**config.mk**
```make
export PLATFORM = sky130hd
export DESIGN_NAME = pc_gen
export DESIGN_NICKNAME = d
export VERILOG_FILES = /design/src/rtl/pc_pkg.sv /design/src/rtl/pc_ras.sv /design/src/rtl/pc_gen.sv
export SDC_FILE = /design/constraint.sdc
export NUM_CORES = 1
export LEC_CHECK = 0
export ABC_CLOCK_PERIOD_IN_PS = 2450
export CAP_MARGIN = 20
export CORE_MARGIN = 2
export CORE_UTILIZATION = 40
export CTS_BUF_LIST = sky130_fd_sc_hd__clkbuf_16
export DETAILED_ROUTE_END_ITERATION = 12
export GPL_TIMING_DRIVEN = 0
export PLACE_DENSITY = 0.84
export SYNTH_ARGS = -nofsm -noshare
export SYNTH_HDL_FRONTEND = slang
export SYNTH_SLANG_ARGS = --single-unit
```
**constraint.sdc**
```tcl
create_clock -name clk -period 2.45 [get_ports clk]
set_input_delay 0.3675 -clock clk [delete_from_list [all_inputs] [get_ports clk]]
set_output_delay 0.3675 -clock clk [all_outputs]
set_load 0.01 [all_outputs]
```
**src/rtl/pc_pkg.sv**
```systemverilog
// rtl/pc_pkg.sv - shared next-PC source encoding and default reset vector for pc_gen
package pc_pkg;

    typedef enum logic [2:0] {
        SRC_EXC  = 3'd0,
        SRC_BR   = 3'd1,
        SRC_HOLD = 3'd2,
        SRC_RAS  = 3'd3,
        SRC_JMP  = 3'd4,
        SRC_SEQ  = 3'd5
    } pc_src_e;

    localparam int unsigned PC_AW_DEFAULT = 30;
    localparam logic [PC_AW_DEFAULT-1:0] PC_RESET_VEC = 30'h0000C00;

endpackage

```
**src/rtl/pc_ras.sv**
```systemverilog
// rtl/pc_ras.sv - circular return-address stack; full pushes overwrite the oldest entry
module pc_ras #(
    parameter int unsigned RAS_DEPTH = 4,
    parameter int unsigned AW        = 30
) (
    input  logic          clk,
    input  logic          reset,
    input  logic          push_i,
    input  logic          pop_i,
    input  logic          flush_i,
    input  logic [AW-1:0] push_data_i,
    output logic [AW-1:0] top_o,
    output logic          empty_o
);

    localparam int unsigned PW = $clog2(RAS_DEPTH);
    localparam int unsigned CW = PW + 1;

    logic [AW-1:0] mem_q [RAS_DEPTH];
    logic [PW-1:0] top_q, top_d;
    logic [CW-1:0] count_q, count_d;
    logic [PW-1:0] wr_ptr;

    assign wr_ptr  = top_q + PW'(1);
    assign top_o   = mem_q[top_q];
    assign empty_o = (count_q == '0);

    always_comb begin
        top_d   = top_q;
        count_d = count_q;
        if (flush_i) begin
            count_d = '0;
        end else if (push_i) begin
            top_d = wr_ptr;
            // Count saturates; the pointer keeps wrapping so the oldest slot is reused.
            if (count_q != CW'(RAS_DEPTH)) begin
                count_d = count_q + CW'(1);
            end
        end else if (pop_i && !empty_o) begin
            top_d   = top_q - PW'(1);
            count_d = count_q - CW'(1);
        end
    end

    always_ff @(posedge clk or posedge reset) begin
        if (reset) begin
            top_q   <= '0;
            count_q <= '0;
        end else begin
            top_q   <= top_d;
            count_q <= count_d;
        end
    end

    always_ff @(posedge clk) begin
        if (push_i && !flush_i) begin
            mem_q[wr_ptr] <= push_data_i;
        end
    end

endmodule

```
**src/rtl/pc_gen.sv**
```systemverilog
// rtl/pc_gen.sv - fetch-stage PC with prioritised redirects, stall, start pulse; RAS under PC_RAS_EN
module pc_gen
    import pc_pkg::*;
#(
    parameter int unsigned    AW        = 30,
    parameter logic [AW-1:0]  RESET_VEC = AW'(PC_RESET_VEC),
    parameter int unsigned    RAS_DEPTH = 4
) (
    input  logic          clk,
    input  logic          reset,
    input  logic          pc_we,
    input  logic          exc_valid,
    input  logic [AW-1:0] exc_target,
    input  logic          br_valid,
    input  logic [AW-1:0] br_target,
    input  logic          jmp_valid,
    input  logic [AW-1:0] jmp_target,
    input  logic          fetch_call,
    input  logic          fetch_ret,
    output logic [AW-1:0] pc,
    output logic          pc_valid,
    output logic          pc_start,
    output logic          ras_empty
);

    logic [AW-1:0] pc_q, pc_d;
    logic          valid_q;
    logic          start_q;
    logic [AW-1:0] pc_plus1;
    logic [AW-1:0] ras_top;
    logic          ras_empty_w;
    logic          ras_pop;
    pc_src_e       src;

    assign pc_plus1 = pc_q + AW'(1);

`ifdef PC_RAS_EN
    logic ras_push;
    logic ras_flush;

    // Exceptions and branch fix-ups squash the fetch, so they block stack updates.
    assign ras_pop   = valid_q && pc_we && fetch_ret && !exc_valid && !br_valid && !ras_empty_w;
    assign ras_push  = valid_q && pc_we && fetch_call && !fetch_ret && !exc_valid && !br_valid;
    assign ras_flush = valid_q && exc_valid;

    pc_ras #(
        .RAS_DEPTH (RAS_DEPTH),
        .AW        (AW)
    ) u_ras (
        .clk         (clk),
        .reset       (reset),
        .push_i      (ras_push),
        .pop_i       (ras_pop),
        .flush_i     (ras_flush),
        .push_data_i (pc_plus1),
        .top_o       (ras_top),
        .empty_o     (ras_empty_w)
    );
`else
    logic unused_ras_inputs;

    assign unused_ras_inputs = fetch_call ^ fetch_ret;
    assign ras_pop           = 1'b0;
    assign ras_top           = '0;
    assign ras_empty_w       = 1'b1;
`endif

    always_comb begin
        src = SRC_SEQ;
        if (exc_valid) begin
            src = SRC_EXC;
        end else if (br_valid) begin
            src = SRC_BR;
        end else if (!pc_we) begin
            src = SRC_HOLD;
        end else if (ras_pop) begin
            src = SRC_RAS;
        end else if (jmp_valid) begin
            src = SRC_JMP;
        end
    end

    always_comb begin
        pc_d = pc_plus1;
        case (src)
            SRC_EXC:  pc_d = exc_target;
            SRC_BR:   pc_d = br_target;
            SRC_HOLD: pc_d = pc_q;
            SRC_RAS:  pc_d = ras_top;
            SRC_JMP:  pc_d = jmp_target;
            SRC_SEQ:  pc_d = pc_plus1;
            default:  pc_d = pc_plus1;
        endcase
    end

    // The first edge after reset only makes RESET_VEC live; advancing starts on the next one.
    always_ff @(posedge clk or posedge reset) begin
        if (reset) begin
            pc_q    <= RESET_VEC;
            valid_q <= 1'b0;
            start_q <= 1'b0;
        end else begin
            valid_q <= 1'b1;
            start_q <= !valid_q;
            if (valid_q) begin
                pc_q <= pc_d;
            end
        end
    end

    assign pc        = pc_q;
    assign pc_valid  = valid_q;
    assign pc_start  = start_q;
    assign ras_empty = ras_empty_w;

endmodule

```
# [Yosys cells after proc, flatten, opt, wreduce, memory -nomap -nowiden]
# Index checks and enable logic that the tools add are counted.
[classes] addsub=1 n_eq_ne=4 n_mux=5 bitwise=1 n_reduce_logical=3
[op_table] cell="$pmux 30 s5" count=1
[op_table] cell="$add 30x1->30 const B" count=1
[op_table] cell="$mux 3" count=3
[op_table] cell="$eq 3x2->1 const B" count=2
[op_table] cell="$eq 3x1->1 const B" count=1
[op_table] cell="$eq 3x3->1 const B" count=1
[op_table] cell="$logic_not 3->1" count=1
[op_table] cell="$reduce_and 2->1" count=1
[op_table] cell="$logic_not 1->1" count=1
[op_table] cell="$mux 1" count=1
[op_table] cell="$not 1->1" count=1
[totals] reg_bits=32 out_inout_bits=33 word_cells=17

# [Logic depth before layout (Yosys ltp)]
# Gate-level depths: netlist of run 1.
[depth] word_depth=7 ltp_mapped=7 depth_no_buf=6

# [Worst setup path after synthesis of run 1]
# Ideal clock, no wire load.
[synth_path] path_kind="register -> register" start="register pc_q[10] (netlist: pc[10])" end="register pc_q[19] (netlist: pc[19])" t_arrival_ns=1.856 path_slack_ns=0.454 path_stages_with_launch=6 path_buffers=0 period_less_slack_ns=1.996 cell_sequence="dfstp_2 nand4_2 or3_1 or4_4 or3b_1 o311ai_2"
[synth_via] elab_chain_cells=2
[synth_lines] item="start, declared" line_no="pc_gen.sv:26" rtl="logic [AW-1:0] pc_q, pc_d;"
[synth_lines] item="start signal, assigned" line_no="pc_gen.sv:106" rtl="pc_q <= pc_d;"
[synth_lines] item="$add 30x1->30" line_no="pc_gen.sv:35" rtl="assign pc_plus1 = pc_q + AW'(1);"
[synth_lines] item="$pmux 30 s5" line_no="pc_gen.sv:85" rtl="case (src)"
# No other way between the ends.
# A chain may end at the register's enable or synchronous reset.

# [Worst setup path after layout of run 1]
[layout_path] start="input port pc_we" end="register pc_q[13] (netlist: pc[13])"
[layout_via] elab_chain_cells=6
[layout_lines] item="start, declared" line_no="pc_gen.sv:11" rtl="input logic pc_we,"
[layout_lines] item="$mux 3 (*)" line_no="pc_gen.sv:74" rtl="end else if (!pc_we) begin"
[layout_lines] item="$mux 3 (*)" line_no="pc_gen.sv:72" rtl="end else if (br_valid) begin"
[layout_lines] item="$mux 3 (*)" line_no="pc_gen.sv:70" rtl="if (exc_valid) begin"
[layout_lines] item="branches (longest 3 deep; another with $pmux 30 s5)"
# Every way passes the cells marked *.

==> impl_metrics.csv, run 1 <==
group,metric,value,unit
routing,firstDrtPassIters,5,
hold_path,hold_depth,1,
placement,gp_congestion,0.937,
clocking,cts_buffer_depth,2,
power,p_per_area,510,mW/mm²
sta,post-route-min-period,2.38,ns
hold_path,min-delay-start,"pc_valid$_DFF_PP0_",
sta,setup_viol,0,
worst_setup_path,cp-end-kind,"flip-flop",
finish,fin_util,66.2,%
finish,multi_input_area,0.00160,mm²
synth,async_flop_share,100,%
synth,yosys_register_bits,32,
global_routing,grt_remaining_overflow,0,
placement,dpl.hpwl,7.98,mm
synth,syn_area,0.00255,mm²
clocking,cts_tree,"yes",
global_routing,antenna_found_initial,0,
synth,synth-seq-area-share,31.5,%
routing,ant_nets,0,
sta,fmax,421,MHz
sta,maxSlewViolCount,0,
placement,placed_area,0.00395,mm²
worst_setup_path,critPathLaunch,"pc_we",
sta,maxSlewHeadroom,54.4,%
power,p_seq_share,34.2,%
sta,tightest_slew,0.679,ns
worst_setup_path,arrival,2.57,ns
routing,post_drt_wl_per_cell,20.2,µm
routing,drcViolationCount,0,
die,die_y,83.8,µm
clocking,cts.clk_slew.worst_paths,0.05,ns
power,peakVddDrop,0.000332,V
sta,tns,0,ns
power,p_leak,1.56,nW
routing,routed_wl,10.9,mm
finish,areaGrowthSynthToFinish,62.2,%
sta,min_period_over_period,97.0,%
die,num_rows,29,
placement,place_ws,-0.388,ns
die,initial_core_util,40.8,%
sta,setup_slack,0.0729,ns
global_routing,grt_pass1_wl,16.8,mm
synth,ys_types,54,
status,outcome,"finished clean",
sta,rsz0062_at_grt,"no",
power,p_int,1.46,mW
synth,syn_avg_cell_area,7.81,µm²
worst_setup_path,crit_required,2.65,ns
hold_path,hold_class,"flip-flop to flip-flop",
worst_setup_path,worstRegToRegCells,5,
die,coreArea,0.00624,mm²
power,combinationalPowerShare,32.9,%
routing,via_count,3397,
finish,nNetsFinal,561,
worst_setup_path,r2r-start,"pc[10]$_DFFE_PP1P_",
routing,drtIter0Drc,365,
worst_setup_path,r2r_slack,0.31,ns
clocking,cts_setup_buffers,0,
finish,regArea,803,µm²
worst_setup_path,worstPathMaxFanout,10,
synth,synthFlopType,"dfrtp_1",
die,boundaryPins,131,
global_routing,grt_pass1_vias,3397,
power,power.switching,0.644,mW
synth,syn_inst,326,
clocking,cts_max_level,2,
die,dieArea,0.00702,mm²
global_routing,grt_usage,30.3,%
clocking,cts_hold_buf,0,
finish,fill_cells,517,
sta,finalClockSkew,0.00272,ns
synth,ys.warnings.count,0,
worst_setup_path,criticalPathCategory,"primary input to flip-flop",
power,clkPwrFrac,32.9,%
clocking,numCtsBuffers,5,
finish,antenna_cells,0,
synth,synth-edff-count,0,
clocking,clock_sinks,32,
sta,final_hold_viol_count,0,
finish,drive_gt1_share,7.34,%
flow_run,cap_violations,0,
global_routing,grt_start_max_net_pins,19,
placement,port_buffers,127,
power,swShare,30.5,%
die,fp.dieW,83.8,µm
clocking,root_buffer,"clkbuf_16",
finish,post-route-cell-area,0.00413,mm²
clocking,insertion_delay,0.28,ns
worst_setup_path,critPathLaunchType,"primary input",
routing,avgViaCountPerCell,6.29,
-- path summary, 6_finish.rpt --
kind / endpoint
worst min-delay path: pc_start$_DFF_PP0_
worst min register to register: pc_start$_DFF_PP0_
max in group asynchronous: pc[22]$_DFFE_PP0P_
min in group asynchronous: pc[14]$_DFFE_PP0P_
worst max-delay path: pc[13]$_DFFE_PP0P_
worst max register to register: pc[19]$_DFFE_PP0P_
-- synth_stat cells (4+ instances only) --
| master | number | share of area [%] |
|---|---|---|
| o21ai_0 | 41 | 8.1 |
| dfrtp_1 | 30 | 29 |
| nand2_1 | 27 | 4.0 |
| nor2_1 | 23 | 3.4 |
| clkbuf_1 | 21 | 3.1 |
| a21oi_1 | 18 | 3.5 |
| a22oi_1 | 14 | 4.1 |
| nand3_1 | 13 | 2.6 |
| a221oi_1 | 11 | 3.8 |
| nor3_1 | 11 | 2.2 |
| inv_1 | 10 | 1.5 |
| a31oi_1 | 9 | 2.2 |
| nand4_1 | 7 | 1.7 |
| nand2b_1 | 5 | 1.2 |
| nor2b_1 | 5 | 1.2 |
| a41oi_1 | 4 | 1.4 |
| and3_1 | 4 | 0.98 |
| o22a_1 | 4 | 1.4 |
-- stage by stage --
step / total power [mW] / hold slack (ns) / cells
6_report: 2.11 / 0.498 / 540
4_1_cts: 2.10 / 0.477 / 540
3_3_place_gp: 1.38 / 0.452 / 531
3_5_place_dp: 1.40 / 0.460 / 532
5_1_grt: 2.19 / 0.524 / 540
2_1_floorplan: 0.984 / 0.482 / 327
-- area by class of cell --
cell class / instances / area share (%)
multi-input combinational: 258 / 38.8
timing repair buffer: 128 / 31.5
sequential: 32 / 19.5
buffer: 27 / 3.06
clock buffer: 5 / 3.03
tap: 77 / 2.33
clock inverter: 3 / 0.909
inverter: 10 / 0.909
-- logic make-up (layout without fill, tap and decap cells) --
group / Yosys count / after routing / synth area share [%]
flip-flops: 32 / 32 / 31.5
AO/OA/AOI/OAI: 133 / 133 / 35.0
other: 1 / 2 / 0.147
buffers and inverters: 37 / 173 / 6.00
AND/OR/NAND/NOR: 120 / 120 / 26.0
multiplexers: 2 / 2 / 0.786
adder cells (fa/ha/maj): 1 / 1 / 0.491
-- critical path, stage by stage --
cell and delay (ns):
clkdlybuf4s50_1 0.52, and2_1 0.29, nor3_2 0.50, clkbuf_1 0.50, o21ai_0 0.18, nand2_1 0.10, o2bb2ai_1 0.11
-- power groups by stage --
stage | registers [mW] | clock network, mW | logic (mW)
after detailed placement | 0.721 | 0 | 0.681
final | 0.720 | 0.693 | 0.694
after global routing | 0.730 | 0.720 | 0.740
after floorplan | 0.731 | 0 | 0.253
after CTS | 0.714 | 0.699 | 0.686
after global placement | 0.716 | 0 | 0.663
-- registers in the layout, summed over array words and instances (netlist names) --
name and cells:
pc 30, pc_start 1, pc_valid 1
-- what timing repair did --
| action | CTS | global route |
|---|---|---|
| setup endpoints to repair | 8 | 27 |
| cloned | 0 | 0 |
| resized for setup | 2 | 17 |
-- layout by cell type (no fill, tap or decap), types with 3 or more instances in the layout --
master and count:
a211o_1 3, a211oi_1 3, a21oi_1 18, a221o_1 3, a221oi_1 11, a22oi_1 14
a31oi_1 9, a41oi_1 4, and2_1 3, and3_1 4, buf_4 3, clkbuf_1 12
clkbuf_16 5, clkbuf_2 9, clkdlybuf4s50_1 127, dfrtp_1 30, inv_1 10, nand2_1 27
nand2b_1 5, nand3_1 13, nand3b_1 3, nand4_1 7, nand4_2 3, nor2_1 23
nor2b_1 5, nor3_1 10, nor4_1 3, o21ai_0 41, o21ai_1 3, o22a_1 4
o22ai_1 3, o2bb2ai_1 3, o311ai_1 3, o32ai_1 3
-- layer usage --
| metal | global-route usage (%) | vias to the layer above | wire length (µm) |
|---|---|---|---|
| li1 | - | 1534 | - |
| met1 | 36.3 | 1576 | 4140 |
| met2 | 51.9 | 259 | 5290 |
| met3 | 8.01 | 28 | 1180 |
| met4 | 11.6 | 0 | 290 |
| met5 | 0 | - | 0 |
Note: power is estimated with default switching activity, not from simulation.
==> inputs of run 2 (changes only) <==
--- a/config.mk
+++ b/config.mk
@@ -6,7 +6,7 @@
 export NUM_CORES = 1
 export LEC_CHECK = 0
 export ABC_CLOCK_PERIOD_IN_PS = 2450
-export CAP_MARGIN = 20
+export CAP_MARGIN = 10
 export CORE_MARGIN = 2
 export CORE_UTILIZATION = 40
 export CTS_BUF_LIST = sky130_fd_sc_hd__clkbuf_16
==> results of run 2 <==
Final layout, timing and power as in run 1 (identical DEF).
